$ cat src/rtl/div_pkg.sv
// Shared types and constants for the shift/subtract divider.
package div_pkg;

    localparam int DEFAULT_N = 16;

    typedef enum logic [1:0] {
        IDLE = 2'd0,
        RUN  = 2'd1,
        DONE = 2'd2
    } state_t;

endpackage

$ cat src/rtl/div_step.sv
// One restoring-division iteration: shift {rem,quo} left, trial-subtract the divisor.
module div_step
    import div_pkg::*;
#(
    parameter int N = DEFAULT_N
) (
    input  logic [N-1:0] rem,
    input  logic [N-1:0] quo,
    input  logic [N-1:0] divisor,
    output logic [N-1:0] next_rem,
    output logic [N-1:0] next_quo
);

    logic [N:0]   shifted;
    logic [N-1:0] diff;
    logic         borrow;

    // Working remainder stays below divisor, so the shifted value fits N+1 bits and
    // any non-borrowing difference fits back into N bits.
    always_comb begin
        shifted  = {rem, quo[N-1]};
        borrow   = shifted < {1'b0, divisor};
        diff     = shifted[N-1:0] - divisor;
        next_rem = borrow ? shifted[N-1:0] : diff;
        next_quo = {quo[N-2:0], ~borrow};
    end

endmodule

$ cat src/rtl/shift_sub_divider.sv
// Multi-cycle unsigned divider: IDLE -> RUN (N steps) -> DONE, results registered
// and presented with a one-cycle done pulse on the edge that leaves DONE.
module shift_sub_divider
    import div_pkg::*;
#(
    parameter int N = DEFAULT_N
) (
    input  logic         clk,
    input  logic         rst_n,
    input  logic         start,
    input  logic [N-1:0] dividend,
    input  logic [N-1:0] divisor,
    output logic         ready,
    output logic         done,
    output logic [N-1:0] quotient,
    output logic [N-1:0] remainder,
    output logic         div_by_zero
);

    localparam int CW = $clog2(N) + 1;
    localparam logic [CW-1:0] LAST = CW'(N - 1);

    state_t        state;
    state_t        state_next;
    logic [CW-1:0] count;
    logic [N-1:0]  rem_w;
    logic [N-1:0]  quo_w;
    logic [N-1:0]  div_w;
    logic          zero_w;
    logic [N-1:0]  step_rem;
    logic [N-1:0]  step_quo;

    div_step #(.N(N)) u_step (
        .rem      (rem_w),
        .quo      (quo_w),
        .divisor  (div_w),
        .next_rem (step_rem),
        .next_quo (step_quo)
    );

    always_ff @(posedge clk or negedge rst_n) begin
        if (!rst_n) state <= IDLE;
        else        state <= state_next;
    end

    always_comb begin
        state_next = state;
        case (state)
            IDLE: if (start) state_next = (divisor == '0) ? DONE : RUN;
            RUN:  if (count == LAST) state_next = DONE;
            DONE: state_next = IDLE;
            default: state_next = IDLE;
        endcase
    end

    always_comb begin
        ready = (state == IDLE);
    end

    // For a zero divisor no steps run, so quo_w still holds the captured dividend.
    always_ff @(posedge clk or negedge rst_n) begin
        if (!rst_n) begin
            count       <= '0;
            rem_w       <= '0;
            quo_w       <= '0;
            div_w       <= '0;
            zero_w      <= 1'b0;
            done        <= 1'b0;
            quotient    <= '0;
            remainder   <= '0;
            div_by_zero <= 1'b0;
        end else begin
            done <= 1'b0;
            case (state)
                IDLE: begin
                    if (start) begin
                        count  <= '0;
                        rem_w  <= '0;
                        quo_w  <= dividend;
                        div_w  <= divisor;
                        zero_w <= (divisor == '0);
                    end
                end
                RUN: begin
                    rem_w <= step_rem;
                    quo_w <= step_quo;
                    count <= count + 1'b1;
                end
                DONE: begin
                    done        <= 1'b1;
                    quotient    <= zero_w ? '1 : quo_w;
                    remainder   <= zero_w ? quo_w : rem_w;
                    div_by_zero <= zero_w;
                end
                default: ;
            endcase
        end
    end

endmodule

$ cat config.mk
export PLATFORM = sky130hd
export DESIGN_NAME = shift_sub_divider
export DESIGN_NICKNAME = d
export VERILOG_FILES = /design/src/rtl/div_pkg.sv /design/src/rtl/div_step.sv /design/src/rtl/shift_sub_divider.sv
export SDC_FILE = /design/constraint.sdc
export NUM_CORES = 1
export LEC_CHECK = 0
export ABC_AREA = 1
export CORE_ASPECT_RATIO = 0.7
export CORE_MARGIN = 1.5
export CORE_UTILIZATION = 55
export CTS_CLUSTER_DIAMETER = 150
export CTS_CLUSTER_SIZE = 25
export DETAILED_ROUTE_END_ITERATION = 7
export PLACE_DENSITY = 0.79
export SYNTH_ARGS = -nofsm -noshare
export SYNTH_HDL_FRONTEND = slang
export SYNTH_SLANG_ARGS = --single-unit
$ cat constraint.sdc
create_clock -name clk -period 2.31 [get_ports clk]
set_clock_uncertainty 0.15 [all_clocks]
set_input_delay 0.5775 -clock clk [delete_from_list [all_inputs] [get_ports clk]]
set_output_delay 0.5775 -clock clk [all_outputs]
set_load 0.01 [all_outputs]
---- Word level (Yosys, flattened, before mapping) ----
Cells that the tools add are included.
storage, ports and cells
  flip-flop bits (word level) ............. 90
  input port bits ......................... 35
  output and inout bits ................... 35
  word-level logic and storage cells ...... 39
cells by class
  add/subtract/negate cells ............... 2
  $lt $le $gt $ge ......................... 1
  equal/unequal tests ..................... 5
  mux-type cells .......................... 14
  bitwise operators ....................... 1
  reductions and logical operators ........ 6
operators with widths
  operator             number
  $mux 16              5
  $pmux 16 s2          2
  $lt 17x16->1         1
  $logic_not 16->1     1
  $sub 16x16->16       1
  $pmux 5 s2           1
  $mux 2               3
  $reduce_and 2->1     3
  $add 5x1->5 const B  1
  $eq 5x4->1 const B   1
  $mux 5               1
  $ne 2x2->1 const B   2
  $pmux 2 s2           1
  $eq 2x1->1 const B   1
  $eq 2x2->1 const B   1
  $logic_not 2->1      1
  $reduce_bool 2->1    1
  $mux 1               1
  $not 1->1            1

---- Longest topological paths before layout ----
  depth after elaboration ................. 4
  gate-level depth with buffers ........... 14
  mapped depth without buffers ............ 14

---- By module ----
A second synthesis with hierarchy kept.
unflattened totals
  cell total of the unflattened synthesis .. 691
  area, all modules ....................... 5,176.2 um^2
modules (own cells, without submodules)
  module             times used  cells an instance  area an instance (um^2)  sequential area each (um^2)
  shift_sub_divider  1           422                3,732.3                  2,252.2
  div_step           1           269                1,443.9                  0.0

---- Worst setup path before layout ----
No wires, ideal clock.
  path type ............................... reg2reg
  start point ............................. register rem_w[6]
  end point ............................... register rem_w[10]
  setup time .............................. 0.125 ns
  arrival ................................. 1.621 ns
  slack ................................... 0.414 ns
  cell stages (with the launch flop) ...... 11
  buffers on the path ..................... 1
  period minus slack after synthesis ...... 1.896 ns
  cells stage by stage .................... dfrtp_1 > ha_1 > nand2_2 > inv_1 > a21oi_2 > nand3_2 > nand2_4 > nand2_4 > buf_8 > nand3_1 > nand3_1
on the way
  cells in the longest elaborated chain, start to end .. 3
  elaborated cells between the ends (all ways) .. 4
  those cells by class .................... 1 x add/sub; 1 x order compare; 2 x mux
RTL lines
  item                                                   line                            text
  from (decl)                                            shift_sub_divider.sv:26         logic [N-1:0] rem_w;
  from (signal assigned)                                 shift_sub_divider.sv:85         rem_w <= step_rem;
  $sub 16x16->16 / $lt 17x16->1 (equally long branches)  div_step.sv:23, div_step.sv:22
  $mux 16 *                                              div_step.sv:24                  next_rem = borrow ? shifted[N-1:0] : diff;
  $pmux 16 s2 *                                          shift_sub_divider.sv:74         case (state)
Every way passes the cells marked *; elsewhere a longest branch is shown, timed or not.
A chain may end at the register's enable or synchronous reset.

---- Final worst setup path ----
  start point ............................. register state[0]
  end point ............................... output ready
on the way
  cells in the longest elaborated chain, start to end .. 1
RTL lines
  item                    line                     text
  from (decl)             shift_sub_divider.sv:23  state_t state;
  from (signal assigned)  shift_sub_divider.sv:43  else state <= state_next;
  $logic_not 2->1         shift_sub_divider.sv:57  ready = (state == IDLE);
  to (decl)               shift_sub_divider.sv:13  output logic ready,
Every way passes these cells.

==> flow_summary.ini <==
[outcome]
status = complete, no violations

[final_layout]
layout_common_cells = 171 x nand2_1, 90 x dfrtp_1, 83 x inv_1
drive_gt1_frac = 0.0672
utilization = 0.713
syn_to_final_growth_pct = 23.3
final_common_cell = nand2_1
nets = 778
fill_cells = 712
n_antenna_cell = 0

[critical_path]
crit_path_max_fanout = 5
r2r-end = rem_w[1]
critical_path_class = flip-flop to primary output
path_delay_family = buffers and inverters
worst-r2r-cell-count = 11
path_cells = nor2_1 > clkdlybuf4s50_1
reg2reg_slack_ns = 0.16
crit_buf_inv = 1
setup.worst_path.end_class = primary output
cp-start-kind = flip-flop
cp.required_ns = 1.58
slowest_stage = clkdlybuf4s50_1
arrival_ns = 1.46
reg2reg_from = rem_w[3]
slowest_delay_ns = 0.54

[pwr]
power_leakage_nw = 3.04
power_w = 0.00902
vdd_ir_drop_max_v = 0.000999
power.density_mw_per_mm2 = 1460

[flow_run]
maxCapViolations = 0

[routing]
drt-total-wl_um = 13000
vias = 4724
vias_per_cell = 5.56
drtIter0Drc = 441
wl_per_cell_um = 15.3
drcViolationCount = 0
ant_nets = 0
dr.pass1.iters = 5

[clock_tree]
cts_htree_levels = 3
cts_buffers = 9
worst_setup_hold_path_clk_slew_ns = 0.06
post_cts_buffers = 0
clk_latency_ns = 0.34
clock-sinks = 90
cts-root-buf = clkbuf_16
clock_path_buffers = 2
cts_tree = done

[synth]
synth_top_area_share = 0.450
async_flop_share = 1.00
synth_cell_types = 39
yosysWarnings = 0
synth_top_area_cell = dfrtp_1
ys_ff_latch = 90
netlist_instances = 654
synth.area.top_cells = dfrtp_1 45%, nand2_1 13%, o21ai_0 6.7%, inv_1 6.2%, ha_1 4.5%
synth_nets = 708
syn_area_per_cell_um2 = 7.64
synth_top_flop_cell = dfrtp_1
ys_seq_area_frac = 0.450
synth_edf_count = 0
synth_area_mm2 = 0.00500

[timing]
setup_tns_ns = 0
setup_viol = 0
max-slew-margin-rel = 0.515
slew_viol_final = 0
fmax_ghz = 0.457
min_period_ns = 2.19
hold_viol = 0
worst_pin_slew_ns = 0.727
period_share = 0.946
rsz0062_at_grt = no

[floorplanning]
dieArea_mm2 = 0.00968
initial_core_util = 0.578
core-area_mm2 = 0.00865
io-pin-count = 70
die_h_um = 82.8
num_rows = 28
dieWidth_um = 117

[global_routing]
grt_pass1_vias = 4353
grt_antenna_before_repair = 0
grt_overflow = 0
grt_max_degree = 38
grt_pass1_wl_um = 21400
grt_use_total = 0.290

[placement]
port_buffers = 69
hpwlAfterDp_um = 9540
gp_congestion = 0.885

[hold_path]
hold_class = primary input to asynchronous set/reset pin
==> stage by stage <==
| stage | cell area [um2] | hold WS (ns) | setup WS, ns | std cells |
|---|---|---|---|---|
| 2_1_floorplan | 5000 | 0.132 | 0.414 | 654 |
| 3_3_place_gp | 5880 | 0.316 | 0.187 | 833 |
| 3_5_place_dp | 5880 | 0.324 | 0.129 | 833 |
| 4_1_cts | 6160 | 0.0649 | 0.109 | 849 |
| 5_1_grt | 6170 | 0.0908 | 0.0165 | 849 |
| 6_report | 6170 | 0.0540 | 0.124 | 849 |
==> registers in the layout (all words and copies together), names as in the netlist <==
| signal | cells |
|---|---|
| rem_w | 16 |
| quotient | 16 |
| div_w | 16 |
| state | 2 |
| quo_w | 16 |
| zero_w | 1 |
| div_by_zero | 1 |
| done | 1 |
| count | 5 |
| remainder | 16 |
==> worst max path at each step <==
stage / start / endpoint / slack, ns / depth (start not counted)
after floorplan: rem_w[6] / rem_w[10] / 0.41 / 10
after global placement: divisor[13] / state[0] / 0.19 / 5
after detailed placement: divisor[15] / state[0] / 0.13 / 5
after CTS: state[0] / ready / 0.11 / 2
after global routing: rem_w[3] / quo_w[0] / 0.02 / 11
final: state[0] / ready / 0.12 / 2
==> per-layer routing <==
layer,track usage,up-vias,part of all wire
li1,-,2272,-
met1,0.415,2260,0.48
met2,0.466,178,0.45
met3,0.0516,14,0.061
met4,0.0675,0,0.0083
met5,0,-,0
==> where the power goes <==
part / total (W) / internal, W / leakage, nW / switching [W]
clock: 0.00139 / 0.000787 / 0.139 / 0.000603
sequential: 0.00270 / 0.00224 / 1.11 / 0.000456
combinational: 0.00493 / 0.00194 / 1.79 / 0.00300
total: 0.00902 / 0.00497 / 3.04 / 0.00406
==> worst reg2reg max path: stages, from the launching register on <==
cell      delay (ns)
dfrtp_1         0.44
ha_1            0.39
nand2_1         0.09
nand2_1         0.10
inv_1           0.11
nand2_1         0.06
nand2_1         0.09
nand3_2         0.10
nand2_4         0.13
nand2_4         0.16
nand3b_1        0.15
nand3_1         0.07
==> cell usage after synthesis (5+ instances only) <==
cell type and n:
ha_1 18, dfrtp_1 90, nand3_1 43, clkbuf_1 8, a22oi_1 15, o21ai_0 67, xor2_1 5, nor2_1 60
nand2_1 171, nand4_1 23, a21oi_1 22, inv_1 83, buf_2 11
==> kinds of logic after synthesis <==
family / Yosys count / share of synthesized area
xor gates and xnor gates: 6 / 0.0105
and+or+nand+nor: 318 / 0.279
buffers and inverters: 111 / 0.0891
DFF: 90 / 0.450
adders and majority gates: 19 / 0.0491
AOI/OAI and AO/OA: 110 / 0.122
==> timing repair <==
action,CTS,global route
gates resized for setup,0,1
endpoints found under the setup margin,0,1
hold buffers,0,0
==> area by class of cell <==
cell class	instances	area [um2]	share of cell area
clock buffer	12	256	0.0416
inverter	86	323	0.0524
timing repair buffer	84	851	0.138
clock inverter	4	26.3	0.00426
multi-input combinational	453	2310	0.374
tap	120	150	0.0244
sequential	90	2250	0.365
(Power assumes the default switching activity.)
